## src/rtl/mem_bus_arbiter.sv

```systemverilog
// Round-robin arbiter sharing one valid/ready memory port among N_REQ masters.
// The winner's request is latched, held until mem_ready or the watchdog expires, then returned as a one-cycle pulse.
//
// state  | meaning
// -------+-----------------------------------------------------------
// S_IDLE | no transaction; arbitrate among req_valid
// S_BUSY | latched request on mem_*; wait for mem_ready or timeout
// S_RESP | one-cycle req_ready/req_err pulse back to the winner
module mem_bus_arbiter #(
   parameter int          N_REQ          = 2,
   parameter int          TIMEOUT_CYCLES = 64,
   parameter logic [31:0] ERR_RDATA      = 32'hDEAD_BEEF,
   localparam int         GW             = (N_REQ > 1) ? $clog2(N_REQ) : 1
) (
   input  logic                 clk,
   input  logic                 reset_n,
   input  logic [N_REQ-1:0]     req_valid,
   input  logic [N_REQ*32-1:0]  req_addr,
   input  logic [N_REQ*32-1:0]  req_wdata,
   input  logic [N_REQ*4-1:0]   req_wstrb,
   output logic [N_REQ-1:0]     req_ready,
   output logic [31:0]          req_rdata,
   output logic                 req_err,
   output logic                 mem_valid,
   input  logic                 mem_ready,
   output logic [31:0]          mem_addr,
   output logic [31:0]          mem_wdata,
   output logic [3:0]           mem_wstrb,
   input  logic [31:0]          mem_rdata,
   output logic [GW-1:0]        grant_id
);

   localparam int               CNT_W    = (TIMEOUT_CYCLES > 0) ? $clog2(TIMEOUT_CYCLES + 1) : 1;
   localparam logic [CNT_W-1:0] CNT_LAST = (TIMEOUT_CYCLES > 0) ? CNT_W'(TIMEOUT_CYCLES - 1) : '0;
   localparam logic [CNT_W-1:0] CNT_MAX  = '1;

   typedef enum logic [1:0] {
      S_IDLE = 2'd0,
      S_BUSY = 2'd1,
      S_RESP = 2'd2
   } state_t;

   state_t           state, state_nxt;
   logic [GW-1:0]    last_grant;
   logic [GW-1:0]    winner;
   logic [GW-1:0]    cand;
   logic             found;
   logic [CNT_W-1:0] cnt;
   logic             timeout_hit;

   // Search starts just after the previous winner so every master gets a turn.
   always_comb begin
      found  = 1'b0;
      winner = '0;
      cand   = '0;
      for (int k = 1; k <= N_REQ; k++) begin
         cand = GW'((int'(last_grant) + k) % N_REQ);
         if (!found && req_valid[cand]) begin
            found  = 1'b1;
            winner = cand;
         end
      end
   end

   assign timeout_hit = (TIMEOUT_CYCLES != 0) && (cnt == CNT_LAST);

   always_ff @(posedge clk or negedge reset_n) begin
      if (!reset_n) state <= S_IDLE;
      else          state <= state_nxt;
   end

   always_comb begin
      state_nxt = state;
      case (state)
         S_IDLE:  if (found) state_nxt = S_BUSY;
         S_BUSY:  if (mem_ready || timeout_hit) state_nxt = S_RESP;
         S_RESP:  state_nxt = S_IDLE;
         default: state_nxt = S_IDLE;
      endcase
   end

   always_comb begin
      mem_valid = (state == S_BUSY);
      req_ready = '0;
      if (state == S_RESP) req_ready[grant_id] = 1'b1;
   end

   // mem_ready wins over the watchdog when both land on the same edge.
   always_ff @(posedge clk or negedge reset_n) begin
      if (!reset_n) begin
         mem_addr   <= '0;
         mem_wdata  <= '0;
         mem_wstrb  <= '0;
         grant_id   <= '0;
         last_grant <= GW'(N_REQ - 1);
         cnt        <= '0;
         req_rdata  <= '0;
         req_err    <= 1'b0;
      end else begin
         case (state)
            S_IDLE: begin
               if (found) begin
                  mem_addr   <= req_addr[32*winner +: 32];
                  mem_wdata  <= req_wdata[32*winner +: 32];
                  mem_wstrb  <= req_wstrb[4*winner +: 4];
                  grant_id   <= winner;
                  last_grant <= winner;
                  cnt        <= '0;
               end
            end
            S_BUSY: begin
               if (cnt != CNT_MAX) cnt <= cnt + 1'b1;
               if (mem_ready) begin
                  req_rdata <= mem_rdata;
                  req_err   <= 1'b0;
               end else if (timeout_hit) begin
                  req_rdata <= ERR_RDATA;
                  req_err   <= 1'b1;
               end
            end
            S_RESP: begin
               req_rdata <= '0;
               req_err   <= 1'b0;
            end
            default: ;
         endcase
      end
   end

endmodule
```

## config.mk

```make
export PLATFORM = sky130hd
export DESIGN_NAME = mem_bus_arbiter
export DESIGN_NICKNAME = d
export VERILOG_FILES = /design/src/rtl/mem_bus_arbiter.sv
export SDC_FILE = /design/constraint.sdc
export NUM_CORES = 1
export LEC_CHECK = 0
export BUFFER_PORTS_ARGS = -buffer_cell sky130_fd_sc_hd__buf_2
export CORE_MARGIN = 2
export CORE_UTILIZATION = 33
export CTS_CLUSTER_SIZE = 40
export DETAILED_ROUTE_END_ITERATION = 10
export HOLD_SLACK_MARGIN = 0.12
export SKIP_CTS_REPAIR_TIMING = 1
export SYNTH_ARGS = -nofsm -noshare
export SYNTH_HDL_FRONTEND = slang
export SYNTH_SLANG_ARGS = --single-unit
```

## constraint.sdc

```tcl
create_clock -name clk -period 2.5 [get_ports clk]
set_input_delay 0.5 -clock clk [delete_from_list [all_inputs] [get_ports clk]]
set_output_delay 0.5 -clock clk [all_outputs]
set_load 0.005 [all_outputs]
```

==> summary.md <==
In this run the tool buffered the top-level ports with 277 buffer cells. Once placement finished, the instance area stood at 0.00677 mm^2. The synthesized-area fraction occupied by and/or/nand/nor cells was 10.3%.

Number of enable flip-flop cells after synthesis: 0. sky130_fd_sc_hd__dfrtp_1 takes more of the synthesized area than any other cell. The worst setup path is launched from a register.

The number of I/O pins came out at 278. In the post-synthesis netlist, the biggest area contributors are sky130_fd_sc_hd__dfrtp_1 (53%), sky130_fd_sc_hd__mux2i_1 (13%), sky130_fd_sc_hd__o21ai_0 (8.4%), sky130_fd_sc_hd__nand2_1 (8.1%), sky130_fd_sc_hd__o21bai_1 (3.5%). Counting I/O delays and the setup requirement, the final critical path takes 2150 ps. For the final antenna-violating net count, the log shows 0. The number of nets handed over by synthesis was 684. The tools report the worst vdd rail ir drop as 391 uV. The clock reaches the later pin of the worst-skew pair after 350 ps.

After synthesis, the largest family of logic cells by area is compound AO/OA/AOI/OAI gates. The reg-to-reg critical path endpoint is req_rdata[2]. The DRC violation count after routing was 0; the area fraction in compound gates after synthesis was 16.8%. The first global-routing pass estimated 21.1 mm of wire. The finished cells cover 0.00703 mm^2. Global routing consumed, over all layers together, 16.1% of the routing resources. Row generation in the floorplan step produced 45 rows.

In this run the vertical extent of the chip is 130 um. The via density per instance was 4.57; the layout cell share with drive strength beyond 1 was 40.4%. The instance count on the critical path was 6; the number of pins with negative max-slew slack in the final report was 0. The area growth from synthesis to layout is 34.9%.

For the final routed database, the setup TNS stands at 0 ps. Summed over all cells, the static leakage comes to 3.61 nW. At the end of the flow, the number of nets in the layout was 945. Measured along the x axis, the die boundary spans 130 um. The warning count from the yosys run is 0, and the routed wire length is 14.0 mm.

The region available for standard cell placement spans 0.0153 mm^2. Highest-delay cell along the critical path: sky130_fd_sc_hd__a32oi_4. The peak fanout along the critical path is 24. The die area came out at 0.0168 mm^2. The detailed router placed 4493 vias in this run. The largest single stage delay on the critical path is 470 ps.

The number of instances in the synthesized netlist was 507; the weighted congestion at the end of routability-driven global placement was 0.795. Synthesis inferred 112 register bits. The longest clock path from root to sink contains 2 buffers.

Fill cells in the final layout number 1497. The library cells used most frequently in the layout, excluding fill and tap cells, are sky130_fd_sc_hd__buf_2 (276), sky130_fd_sc_hd__nand2_1 (113), sky130_fd_sc_hd__dfrtp_1 (111). Counting every sink on the clock net gives 112. For this run, the leading register cell type out of synthesis is sky130_fd_sc_hd__dfrtp_1. The path depth of the worst reg2reg path is 6. Critical register-to-register path startpoint: state[1].

The post-detailed-route wirelength per cell came out at 14.2 um. The number of global-route vias before repair was 4185; the detailed placement HPWL was 10.8 mm. The number of antenna diodes in the final layout is 0. The flow ran to the end, and the final reports show no timing, DRC or antenna violations.

Buffers inserted during clock tree synthesis total 9. The critical path in this run is classified as reg -> reg. The area share of the leading cell type in the synthesized netlist came out at 53.3%. The data arrival time at the worst-slack endpoint is 2360 ps. The clock slew seen by the registers of the worst setup and hold paths came out at 70 ps.

The run gives 34.0% as the initial cell density of the core. Setup repair after global routing left no endpoint under its margin. After synthesis, the netlist uses 37 different library cells. The critical path data required time is 2710 ps. Based on the critical path, the design can be clocked at up to 465 MHz. Violation count after the first detailed-routing iteration: 152. For this run, the detailed router's first-pass iteration total came to 4. The sum of overflow across all layers after global routing is 0, and the final clock skew is 7.69 ps.

Setup violations remaining at the end of the flow were counted as 0. Leaving out fill and tap cells, the most frequent cell in the layout is sky130_fd_sc_hd__buf_2. The synthesized netlist occupies a cell area of 0.00521 mm^2.

In the final layout, flip-flops and latches occupy 0.00280 mm^2. The synthesized netlist devotes 0% of its cell area to XOR and XNOR gates. TritonCTS built the clock tree. The critical path goes through inv_1 -> ha_1 -> nand2b_1 -> a32oi_4 -> buf_4 -> o21ai_0. Nature of the critical path endpoint: a register. After Yosys synthesis, full adders, half adders and majority gates account for 0.960% of the synthesized area. The total power divided by cell area was 1110 mW/mm^2; the maximum number of pins on one net before global-route repair was 81. The worst register-to-register path has a setup slack of 350 ps. The tool flagged a number of max-cap violations equal to 0.

The final clock period utilization by the worst path works out to 86.0%. The gate family responsible for the most delay along the worst path was compound AO/OA/AOI/OAI gates. The critical path contains buffers and inverters numbering 2 combined.

The number of failing hold endpoints at the final stage is 0. The H-tree generated during clock tree synthesis spans 3 levels. For the headroom to the max-slew limit, the log shows 56.7%. In this run the clock root is driven by a sky130_fd_sc_hd__clkbuf_16. The initial antenna violation count was 0. The fraction of registers with async set/reset was 100%. The synthesized area per cell is 10.3 um^2, and the transition time of the tightest slew-check pin is 650 ps. For the area occupied by multi-input gates, the log shows 0.00219 mm^2. Summing the sequential cell areas from Yosys gives 53.8% of the chip area.

The multiplexer area fraction after synthesis is 13.2%. The path category of the worst min-delay check is in -> async.
==> final cells by class <==
class | count | area share [%]
flip-flops and latches | 112 | 39.9
multi-input cells | 354 | 31.1
repair buffers | 286 | 21.2
well taps | 211 | 3.75
clock buffers | 11 | 3.31
clock inverters | 5 | 0.480
inverters | 5 | 0.267
==> registers in the layout, indices dropped and copies added (netlist names) <==
name	count
state	2
mem_wdata	32
cnt	7
grant_id	1
req_err	1
mem_addr	32
last_grant	1
req_rdata	32
mem_wstrb	4
==> kinds of logic (layout without fill, tap and decap cells) <==
logic type | Yosys count | count (layout)
flops | 112 | 112
simple gates | 132 | 132
mux | 69 | 69
compound gates | 149 | 149
fa+ha+maj | 4 | 4
buf+inv | 41 | 307
==> synthesized netlist by cell type (2+ instances only) <==
cell type                  count
sky130_fd_sc_hd__buf_6         7
sky130_fd_sc_hd__mux2i_1      69
sky130_fd_sc_hd__nor2_1        4
sky130_fd_sc_hd__o31ai_2       2
sky130_fd_sc_hd__nor2b_1       2
sky130_fd_sc_hd__buf_4         5
sky130_fd_sc_hd__dfrtp_1     111
sky130_fd_sc_hd__nand2_1     113
sky130_fd_sc_hd__buf_2         4
sky130_fd_sc_hd__ha_1          4
sky130_fd_sc_hd__and2_1        4
sky130_fd_sc_hd__a21oi_1       3
sky130_fd_sc_hd__a31oi_1       3
sky130_fd_sc_hd__o21ai_1      20
sky130_fd_sc_hd__buf_1         4
sky130_fd_sc_hd__o21bai_1     24
sky130_fd_sc_hd__nand2b_1      2
sky130_fd_sc_hd__inv_1         4
sky130_fd_sc_hd__o21a_1        2
sky130_fd_sc_hd__nand3_1       3
sky130_fd_sc_hd__clkbuf_1     14
sky130_fd_sc_hd__o21ai_0      88
==> how the worst max path moves through the flow <==
stage | startpoint | endpoint | slack [ps]
CTS | state[0] | req_ready[0] | 340
floorplan | state[0] | req_ready[0] | 800
global placement | state[1] | req_rdata[10] | 500
detailed placement | state[1] | req_rdata[2] | 360
finish | state[1] | req_rdata[2] | 350
global route | state[1] | req_rdata[2] | 160
==> through the flow <==
stage          util (%)  cells  hold WS, ps  power (mW)  setup WS, ps
6_report           45.9    984          143        7.83           351
5_1_grt            45.9    984          161        8.53           161
4_1_cts            45.9    984          156        7.96           338
3_3_place_gp       44.2    968          458        6.47           504
2_1_floorplan         -    507          204        5.17           798
3_5_place_dp       44.2    968          465        6.62           359
==> layer usage <==
metal | global-route usage (%) | wire [um]
met1 | 19.4 | 5680
met3 | 4.35 | 868
met4 | 6.58 | 349
met2 | 27.3 | 7100
met5 | 0 | 0
==> where the power goes <==
part	leakage (nW)	internal, mW	switching, mW
Clock	0.126	0.676	0.638
Combinational	2.10	1.50	1.89
Sequential	1.38	2.68	0.440
No activity file was read; power rests on OpenSTA's default activity.
